### src/rtl/mlp_cmd_pkg.sv
// Shared constants for the MLP host command loader: opcodes, status bytes
// and the loader FSM state encoding.
package mlp_cmd_pkg;

  localparam logic [7:0] OP_LOAD_W = 8'h01;
  localparam logic [7:0] OP_LOAD_A = 8'h02;
  localparam logic [7:0] OP_RUN    = 8'h03;
  localparam logic [7:0] OP_WRESET = 8'h05;

  localparam logic [7:0] STS_OK  = 8'hA5;
  localparam logic [7:0] STS_ERR = 8'hEE;

  typedef enum logic [2:0] {
    S_IDLE,
    S_W_PAYLOAD,
    S_A_COUNT,
    S_A_PAYLOAD,
    S_RUN_WAIT,
    S_TX_STATUS,
    S_TX_RESULT
  } state_e;

  // States in which the loader takes a host byte.
  function automatic logic accepts_bytes(input state_e s);
    return (s == S_IDLE) || (s == S_W_PAYLOAD) || (s == S_A_COUNT) || (s == S_A_PAYLOAD);
  endfunction

endpackage

### src/rtl/mlp_cmd_loader.sv
// Host command front end for the MLP top. Parses the host byte stream, loads
// weights and activations, launches a run and returns the two 32-bit
// accumulators as 8 little-endian bytes. All outputs are registered.
// Optional build macro MLP_TIMEOUT_EN adds a RUN_WAIT watchdog.
module mlp_cmd_loader
  import mlp_cmd_pkg::*;
#(
  parameter int ACT_DEPTH      = 16,
  parameter int W_PER_COL      = 2,
  parameter int TIMEOUT_CYCLES = 1024
) (
  input  logic        clk,
  input  logic        reset_n,
  input  logic        rx_valid,
  input  logic [7:0]  rx_data,
  output logic        rx_ready,
  output logic        tx_valid,
  output logic [7:0]  tx_data,
  input  logic        tx_ready,
  output logic        wf_push_col0,
  output logic        wf_push_col1,
  output logic [7:0]  wf_data_in,
  output logic        wf_reset,
  output logic        init_act_valid,
  output logic [15:0] init_act_data,
  output logic        start_mlp,
  output logic        weights_ready,
  input  logic        layer_complete,
  input  logic [31:0] acc0,
  input  logic [31:0] acc1,
  output logic        err
);

  localparam logic [8:0] W_SPLIT = 9'(W_PER_COL);
  localparam logic [8:0] W_LAST  = 9'(2 * W_PER_COL - 1);
  localparam logic [8:0] ACT_MAX = 9'(ACT_DEPTH);

  if (W_PER_COL < 1 || W_PER_COL > 255) begin : g_bad_wpc
    $error("W_PER_COL out of range");
  end
  if (ACT_DEPTH < 1 || ACT_DEPTH > 255) begin : g_bad_depth
    $error("ACT_DEPTH out of range");
  end
  if (TIMEOUT_CYCLES < 2 || TIMEOUT_CYCLES > 65535) begin : g_bad_tmo
    $error("TIMEOUT_CYCLES out of range");
  end

  state_e      state_q, state_d;
  logic [8:0]  cnt_q, cnt_d;
  logic [8:0]  tgt_q, tgt_d;
  logic        drop_q, drop_d;
  logic [7:0]  row0_q, row0_d;
  logic [63:0] res_q, res_d;
  logic        lc_prev_q;
  logic        rx_ready_q, rx_ready_d;
  logic        tx_valid_q, tx_valid_d;
  logic [7:0]  tx_data_q, tx_data_d;
  logic        push0_q, push0_d;
  logic        push1_q, push1_d;
  logic [7:0]  wdata_q, wdata_d;
  logic        wfr_q, wfr_d;
  logic        av_q, av_d;
  logic [15:0] ad_q, ad_d;
  logic        start_q, start_d;
  logic        wr_q, wr_d;
  logic        err_q, err_d;
`ifdef MLP_TIMEOUT_EN
  localparam logic [15:0] TMO_LAST = 16'(TIMEOUT_CYCLES - 1);
  logic [15:0] tmo_q, tmo_d;
`endif

  logic       take;
  logic       go_sts;
  logic [7:0] sts_byte;

  assign take = rx_valid && rx_ready_q;

  // Next-state and registered-output decode for the command FSM.
  always_comb begin
    state_d    = state_q;
    cnt_d      = cnt_q;
    tgt_d      = tgt_q;
    drop_d     = drop_q;
    row0_d     = row0_q;
    res_d      = res_q;
    tx_valid_d = tx_valid_q;
    tx_data_d  = tx_data_q;
    push0_d    = 1'b0;
    push1_d    = 1'b0;
    wdata_d    = wdata_q;
    wfr_d      = 1'b0;
    av_d       = 1'b0;
    ad_d       = ad_q;
    start_d    = 1'b0;
    wr_d       = wr_q;
    err_d      = err_q;
    go_sts     = 1'b0;
    sts_byte   = STS_OK;
`ifdef MLP_TIMEOUT_EN
    tmo_d      = tmo_q;
`endif

    case (state_q)
      S_IDLE: begin
        if (take) begin
          case (rx_data)
            OP_LOAD_W: begin
              state_d = S_W_PAYLOAD;
              cnt_d   = '0;
            end
            OP_LOAD_A: state_d = S_A_COUNT;
            OP_RUN: begin
              if (wr_q) begin
                start_d = 1'b1;
                state_d = S_RUN_WAIT;
`ifdef MLP_TIMEOUT_EN
                tmo_d   = '0;
`endif
              end else begin
                err_d    = 1'b1;
                go_sts   = 1'b1;
                sts_byte = STS_ERR;
              end
            end
            OP_WRESET: begin
              wfr_d  = 1'b1;
              wr_d   = 1'b0;
              go_sts = 1'b1;
            end
            default: begin
              err_d    = 1'b1;
              go_sts   = 1'b1;
              sts_byte = STS_ERR;
            end
          endcase
        end
      end

      S_W_PAYLOAD: begin
        if (take) begin
          wdata_d = rx_data;
          if (cnt_q < W_SPLIT) push0_d = 1'b1;
          else                 push1_d = 1'b1;
          if (cnt_q == W_LAST) begin
            wr_d   = 1'b1;
            go_sts = 1'b1;
          end else begin
            cnt_d = cnt_q + 9'd1;
          end
        end
      end

      S_A_COUNT: begin
        if (take) begin
          cnt_d  = '0;
          tgt_d  = {rx_data, 1'b0};
          drop_d = ({1'b0, rx_data} > ACT_MAX);
          if (rx_data == 8'd0) begin
            go_sts = 1'b1;
          end else begin
            state_d = S_A_PAYLOAD;
            if ({1'b0, rx_data} > ACT_MAX) err_d = 1'b1;
          end
        end
      end

      S_A_PAYLOAD: begin
        if (take) begin
          if (!cnt_q[0]) begin
            row0_d = rx_data;
          end else if (!drop_q) begin
            av_d = 1'b1;
            ad_d = {rx_data, row0_q};
          end
          if (cnt_q == tgt_q - 9'd1) begin
            go_sts   = 1'b1;
            sts_byte = drop_q ? STS_ERR : STS_OK;
          end else begin
            cnt_d = cnt_q + 9'd1;
          end
        end
      end

      S_RUN_WAIT: begin
        if (layer_complete && !lc_prev_q) begin
          res_d      = {acc1, acc0};
          tx_data_d  = acc0[7:0];
          tx_valid_d = 1'b1;
          cnt_d      = '0;
          state_d    = S_TX_RESULT;
        end
`ifdef MLP_TIMEOUT_EN
        else if (tmo_q == TMO_LAST) begin
          err_d    = 1'b1;
          go_sts   = 1'b1;
          sts_byte = STS_ERR;
        end else begin
          tmo_d = tmo_q + 16'd1;
        end
`endif
      end

      S_TX_STATUS: begin
        if (tx_valid_q && tx_ready) begin
          tx_valid_d = 1'b0;
          state_d    = S_IDLE;
        end
      end

      S_TX_RESULT: begin
        if (tx_valid_q && tx_ready) begin
          if (cnt_q == 9'd7) begin
            tx_valid_d = 1'b0;
            state_d    = S_IDLE;
          end else begin
            res_d     = res_q >> 8;
            tx_data_d = res_q[15:8];
            cnt_d     = cnt_q + 9'd1;
          end
        end
      end

      default: state_d = S_IDLE;
    endcase

    if (go_sts) begin
      state_d    = S_TX_STATUS;
      tx_valid_d = 1'b1;
      tx_data_d  = sts_byte;
    end

    rx_ready_d = accepts_bytes(state_d);
  end

  // State and output registers; reset aborts any command in flight.
  always_ff @(posedge clk or negedge reset_n) begin
    if (!reset_n) begin
      state_q    <= S_IDLE;
      cnt_q      <= '0;
      tgt_q      <= '0;
      drop_q     <= 1'b0;
      row0_q     <= '0;
      res_q      <= '0;
      lc_prev_q  <= 1'b0;
      rx_ready_q <= 1'b0;
      tx_valid_q <= 1'b0;
      tx_data_q  <= '0;
      push0_q    <= 1'b0;
      push1_q    <= 1'b0;
      wdata_q    <= '0;
      wfr_q      <= 1'b0;
      av_q       <= 1'b0;
      ad_q       <= '0;
      start_q    <= 1'b0;
      wr_q       <= 1'b0;
      err_q      <= 1'b0;
`ifdef MLP_TIMEOUT_EN
      tmo_q      <= '0;
`endif
    end else begin
      state_q    <= state_d;
      cnt_q      <= cnt_d;
      tgt_q      <= tgt_d;
      drop_q     <= drop_d;
      row0_q     <= row0_d;
      res_q      <= res_d;
      lc_prev_q  <= layer_complete;
      rx_ready_q <= rx_ready_d;
      tx_valid_q <= tx_valid_d;
      tx_data_q  <= tx_data_d;
      push0_q    <= push0_d;
      push1_q    <= push1_d;
      wdata_q    <= wdata_d;
      wfr_q      <= wfr_d;
      av_q       <= av_d;
      ad_q       <= ad_d;
      start_q    <= start_d;
      wr_q       <= wr_d;
      err_q      <= err_d;
`ifdef MLP_TIMEOUT_EN
      tmo_q      <= tmo_d;
`endif
    end
  end

  assign rx_ready       = rx_ready_q;
  assign tx_valid       = tx_valid_q;
  assign tx_data        = tx_data_q;
  assign wf_push_col0   = push0_q;
  assign wf_push_col1   = push1_q;
  assign wf_data_in     = wdata_q;
  assign wf_reset       = wfr_q;
  assign init_act_valid = av_q;
  assign init_act_data  = ad_q;
  assign start_mlp      = start_q;
  assign weights_ready  = wr_q;
  assign err            = err_q;

endmodule

### config.mk
export PLATFORM = sky130hd
export DESIGN_NAME = mlp_cmd_loader
export DESIGN_NICKNAME = d
export VERILOG_FILES = /design/src/rtl/mlp_cmd_pkg.sv /design/src/rtl/mlp_cmd_loader.sv
export SDC_FILE = /design/constraint.sdc
export NUM_CORES = 1
export LEC_CHECK = 0
export CAP_MARGIN = 15
export CELL_PAD_IN_SITES_DETAIL_PLACEMENT = 1
export CELL_PAD_IN_SITES_GLOBAL_PLACEMENT = 2
export CORE_UTILIZATION = 42
export DETAILED_ROUTE_END_ITERATION = 10
export DONT_BUFFER_PORTS = 1
export GPL_TIMING_DRIVEN = 0
export PLACE_DENSITY_LB_ADDON = 0.1
export SETUP_SLACK_MARGIN = 0.4
export SLEW_MARGIN = 10
export SYNTH_ARGS = -nofsm -noshare
export SYNTH_HDL_FRONTEND = slang
export SYNTH_SLANG_ARGS = --single-unit
### constraint.sdc
create_clock -name clk -period 5.4 [get_ports clk]
set_input_delay 1.62 -clock clk [delete_from_list [all_inputs] [get_ports clk]]
set_output_delay 1.62 -clock clk [all_outputs]
set_load 0.01 [all_outputs]
Word level (Yosys, flattened, before mapping)
Index checks and enable logic that the tools add are counted.
W data, S select, Z words.
{"block": "word_totals", "regBits": 135, "inputBits": 77}
{"block": "op_classes", "add_sub_neg": 2, "magnitude_cmp": 2, "eq_ne": 37, "muxes": 83, "bitwise": 2, "n_reduce_logical": 29}
{"op": "$mux W64", "n": 3}
{"op": "$pmux W64 S2", "n": 1}
{"op": "$mux W9", "n": 10}
{"op": "$pmux W9 S6", "n": 1}
{"op": "$mux W1", "n": 39}
{"op": "$mux W7", "n": 5}
{"op": "$mux W8", "n": 4}
{"op": "$pmux W7 S2", "n": 2}
{"op": "$mux W3", "n": 9}
{"op": "$ne A2 B2 Y1 const B", "n": 13}
{"op": "$ne A3 B3 Y1 const B", "n": 6}
{"op": "$pmux W3 S6", "n": 1}
{"op": "$eq A8 B2 Y1 const B", "n": 2}
{"op": "$pmux W8 S2", "n": 1}
{"op": "$eq A3 B2 Y1 const B", "n": 4}
{"op": "$reduce_and A4 Y1", "n": 3}
{"op": "$reduce_and A11 Y1", "n": 1}
{"op": "$reduce_and A5 Y1", "n": 2}
{"op": "$add A9 B1 Y9 const B", "n": 1}
{"op": "$eq A3 B3 Y1 const B", "n": 3}
{"op": "$eq A9 B2 Y1 const B", "n": 1}
{"op": "$eq A9 B3 Y1 const B", "n": 1}
{"op": "$eq A9 B9 Y1", "n": 1}
{"op": "$lt A9 B2 Y1 const B", "n": 1}
{"op": "25 further kinds", "n": 40}

Longest topological paths before layout
{"block": "depth", "word_depth": 10, "mapped_depth": 10, "ltp_nobuf": 8}

Least setup slack after synthesis
No wires, ideal clock.
{"block": "synth_path", "kind": "input to register", "startpoint": "in rx_data[0]", "endpoint": "reg tx_data_q[1] (netlist: tx_data[1])", "arrival_ns": 3.378, "required_ns": 5.306, "slack_ns": 1.928, "path_stages": 8, "path_buffers": 2, "cell_sequence": "buf_2 or4_1 o21ai_1 nand2_1 a2111o_1 a21bo_2 buf_2 a211oi_1"}
{"block": "synth_between", "elab_chain_len": 7, "elab_cells_between_ends": 21, "classes_between": "7 x eq/ne; 9 x mux; 5 x reduce/logical"}
{"item": "from (decl)", "line_no": "mlp_cmd_loader.sv:15", "rtl": "input logic [7:0] rx_data,"}
{"item": "$eq A8 B2 Y1 or $eq A8 B1 Y1 (tied branches)", "line_no": "mlp_cmd_loader.sv:106", "rtl": "case (rx_data)"}
{"item": "$reduce_or A2 Y1 (no source line)"}
{"item": "$pmux W1 S2", "line_no": "mlp_cmd_loader.sv:106"}
{"item": "$mux W1", "line_no": "mlp_cmd_loader.sv:105", "rtl": "if (take) begin"}
{"item": "$pmux W1 S4", "line_no": "mlp_cmd_loader.sv:103", "rtl": "case (state_q)"}
{"item": "$ne A3 B3 Y1 (no source line) or $reduce_bool A3 Y1 (tied branches)"}
{"item": "$reduce_and A4 Y1 (no source line)"}
{"item": "to (signal assigned)", "line_no": "mlp_cmd_loader.sv:270", "rtl": "tx_data_q <= tx_data_d;"}
{"item": "to (decl)", "line_no": "mlp_cmd_loader.sv:57", "rtl": "logic [7:0] tx_data_q, tx_data_d;"}
Several ways; a longest one is shown, not always the timed one.
A chain may end at the register's enable or synchronous reset.

Final worst setup path
{"block": "layout_path", "startpoint": "in rx_data[0]", "endpoint": "reg tx_data_q[0] (netlist: tx_data[0])"}
Same word-level chain as after synthesis.

==> summary.md <==
| Metric | Value |
|---|---|
| Sw frac | 0.312 |
| Final HPWL DP | 12.7 mm |
| Post-Synthesis Cells | 648 |
| Cell Rows | 43 |
| RSZ-0062 raised after global routing | no |
| Flop pwr share | 0.448 |
| Ant diodes | 0 |
| Fill cell count | 1548 |
| Routed len/inst | 20.6 µm |
| Number of max-cap violations | 0 |
| TritonCTS Buffers | 17 |
| Ys Warns | 0 |
| Clock power share | 0.383 |
| Post-synth EDFFs | 0 |
| TritonRoute pass-1 iters | 4 |
| Largest net degree at the start of global routing | 128 |
| Total Routed Length | 17.8 mm |
| Synthesized flop and latch total | 127 |
| Total chip power | 3.06 mW |
| Slew @ Worst Pin | 909 ps |
| CP endpoint kind | flop |
| Final period util | 0.641 |
| Layout Nets | 746 |
| CTS sink cnt | 127 |
| CTS H-tree lvls | 4 |
| # hold bufs at CTS | 0 |
| CTS tree | done |
| Routed Antenna Nets | 0 |
| Initial antenna violation count | 0 |
| Dpl cell area | 6360 µm² |
| Worst Skew | 4.25 ps |
| Fmax | 0.289 GHz |
| Place WS | 1470 ps |
| Async S/R FF share, synth | 1.00 |
| Synth-to-layout area growth | 13.4% |
| HP Class | reg2reg |
| Seq/Total Area, Yosys | 0.518 |
| Slew Limit Fails | 0 |
| Final Util | 0.496 |
| Root Buffer | clkbuf_16 |
| Share of cells above drive strength 1 | 0.143 |
| Die width | 123 µm |
| First-pass GRT wire length | 28.3 mm |
| Crit-path max FO | 10 |
| Setup Buffers After CTS | 0 |
| Startpoint Class | primary input |
| CP Class | in2reg |
| Initial DRC count | 268 |
| Switching power | 0.956 mW |
| Critical path arrival | 3820 ps |
| Core Footprint | 14000 µm² |
| Vias in the first global route | 5378 |
| Period minus WS final | 3460 ps |
| # DRC | 0 |
| Hold Vio Cnt, Final | 0 |
| Mean number of vias per cell | 5.68 |
| # resized after CTS | 0 |
| Critical Path RT | 5760 ps |
| Leak pwr | 3.13 nW |
| Post-Syn Area | 6140 µm² |
| P_int | 2.11 mW |
| PnR worst setup slack | 1940 ps |
| Gpl congestion | 0.841 |
| Via Count | 4881 |
| Post-synth net total | 727 |
| Max-slew headroom | 0.388 |
| Run status | completed |
| Ports | 118 |
| Final setup vio count | 0 |
| Starting Density | 0.437 |
| Comb power frac | 0.169 |
| Total GRT Usage | 0.252 |
| Max clock buf depth | 2 |
| PortBufs | 0 |
| Maximum vdd drop | 0.000217 V |
| Pwr per Cell Area | 440 nW/µm² |
| Design area | 6960 µm² |
| Ys flop type | dfrtp_1 |
| Clk slew on worst S/H paths | 60 ps |
| Die Footprint | 15100 µm² |
| Worst-skew pair later-pin latency | 430 ps |
| Syn avg cell area | 9.47 µm² |
| Synth cell types | 64 |
| Total negative slack | 0 ps |
| Total gr overflow | 0 |
| Die Ht | 123 µm |
[metrics by stage]
stage / hold WS (ps) / instances
finish: 488 / 860
global route: 524 / 860
CTS: 495 / 860
detailed placement: 482 / 828
global placement: 466 / 828
floorplan: 450 / 648
[worst max-delay path, stage by stage]
cell and delay (ps):
buf_2 150, or4_1 590, o21ai_1 210, nand2_1 80, a2111o_1 320, a211oi_1 640, a311o_1 210
[Yosys cell counts (5+ instances only)]
library cell	count	area, µm²
mux2_2	39	439
nor2b_1	5	31.3
o31ai_1	5	37.5
nand3_1	12	60.1
a31oi_1	51	319
clkbuf_1	31	116
nor3_1	6	30.0
inv_1	8	30.0
xor2_1	7	61.3
or4_1	5	37.5
a21oi_1	15	75.1
nand4_1	5	31.3
a211oi_1	5	37.5
nand2_1	147	552
o21ai_0	23	115
and3_1	5	31.3
nor2_1	77	289
dfrtp_1	127	3180
[registers in the layout (all words and copies together), names as in the netlist]
| signal | flops |
|---|---|
| init_act_data | 16 |
| wf_data_in | 8 |
| tx_data | 8 |
| wf_push_col1 | 1 |
| tx_valid | 1 |
| lc_prev_q | 1 |
| err | 1 |
| cnt_q | 9 |
| res_q | 56 |
| wf_reset | 1 |
| start_mlp | 1 |
| wf_push_col0 | 1 |
| drop_q | 1 |
| rx_ready | 1 |
| row0_q | 8 |
| tgt_q | 8 |
| weights_ready | 1 |
| state_q | 3 |
| init_act_valid | 1 |
[cells by family after synthesis]
kind of cell	Yosys count	share of synthesized area
simple gates	290	0.212
compound gates	129	0.143
flops	127	0.518
buf+inv	50	0.0355
mux	40	0.0740
xor+xnor	10	0.0143
fa+ha+maj	2	0.00408
[per-layer routing]
metal  GRT usage  share of wire  up-vias
li1            -              -     2313
met1       0.303           0.42     2435
met2       0.428           0.51      108
met3      0.0781          0.056       25
met4      0.0823          0.016        0
met5           0              0        -
[power by group through the flow]
stage          clock network (mW)  registers (mW)  logic [mW]
5_1_grt                      1.23            1.40       0.604
4_1_cts                      1.19            1.37       0.527
3_3_place_gp                    0            1.38       0.500
6_report                     1.17            1.37       0.519
2_1_floorplan                   0            1.32       0.409
3_5_place_dp                    0            1.39       0.524
[worst paths after layout]
check / startpoint / endpoint / slack (ps) / cells past startpoint
hold reg to reg: res_q[59] / res_q[59] / 490 / 2
setup reg to reg: cnt_q[0] / res_q[52] / 2280 / 8
min in group asynchronous: reset_n / cnt_q[7] / 880 / 0
max in group asynchronous: reset_n / res_q[63] / 4210 / 0
setup / recovery: rx_data[0] / tx_data[0] / 1940 / 7
hold / removal: res_q[59] / res_q[59] / 490 / 2
[cell type report]
type,count,area (µm²),share of cell area
Buffer,42,188,0.0270
Clock buffer,19,443,0.0636
Clock inverter,13,155,0.0223
Inverter,8,30.0,0.00431
Multi-Input combinational cell,471,2740,0.394
Sequential cell,127,3180,0.457
Tap cell,180,225,0.0324
[cells in the final DEF, fill, tap and decap left out, types with 6 or more instances in the layout]
cell	n
nand2_1	147
dfrtp_1	127
nor2_1	77
a31oi_1	51
mux2_2	39
clkbuf_1	32
o21ai_0	23
clkbuf_16	17
a21oi_1	15
nand3_1	12
inv_1	8
xor2_1	7
nor3_1	6
No activity file was read; power rests on OpenSTA's default activity.
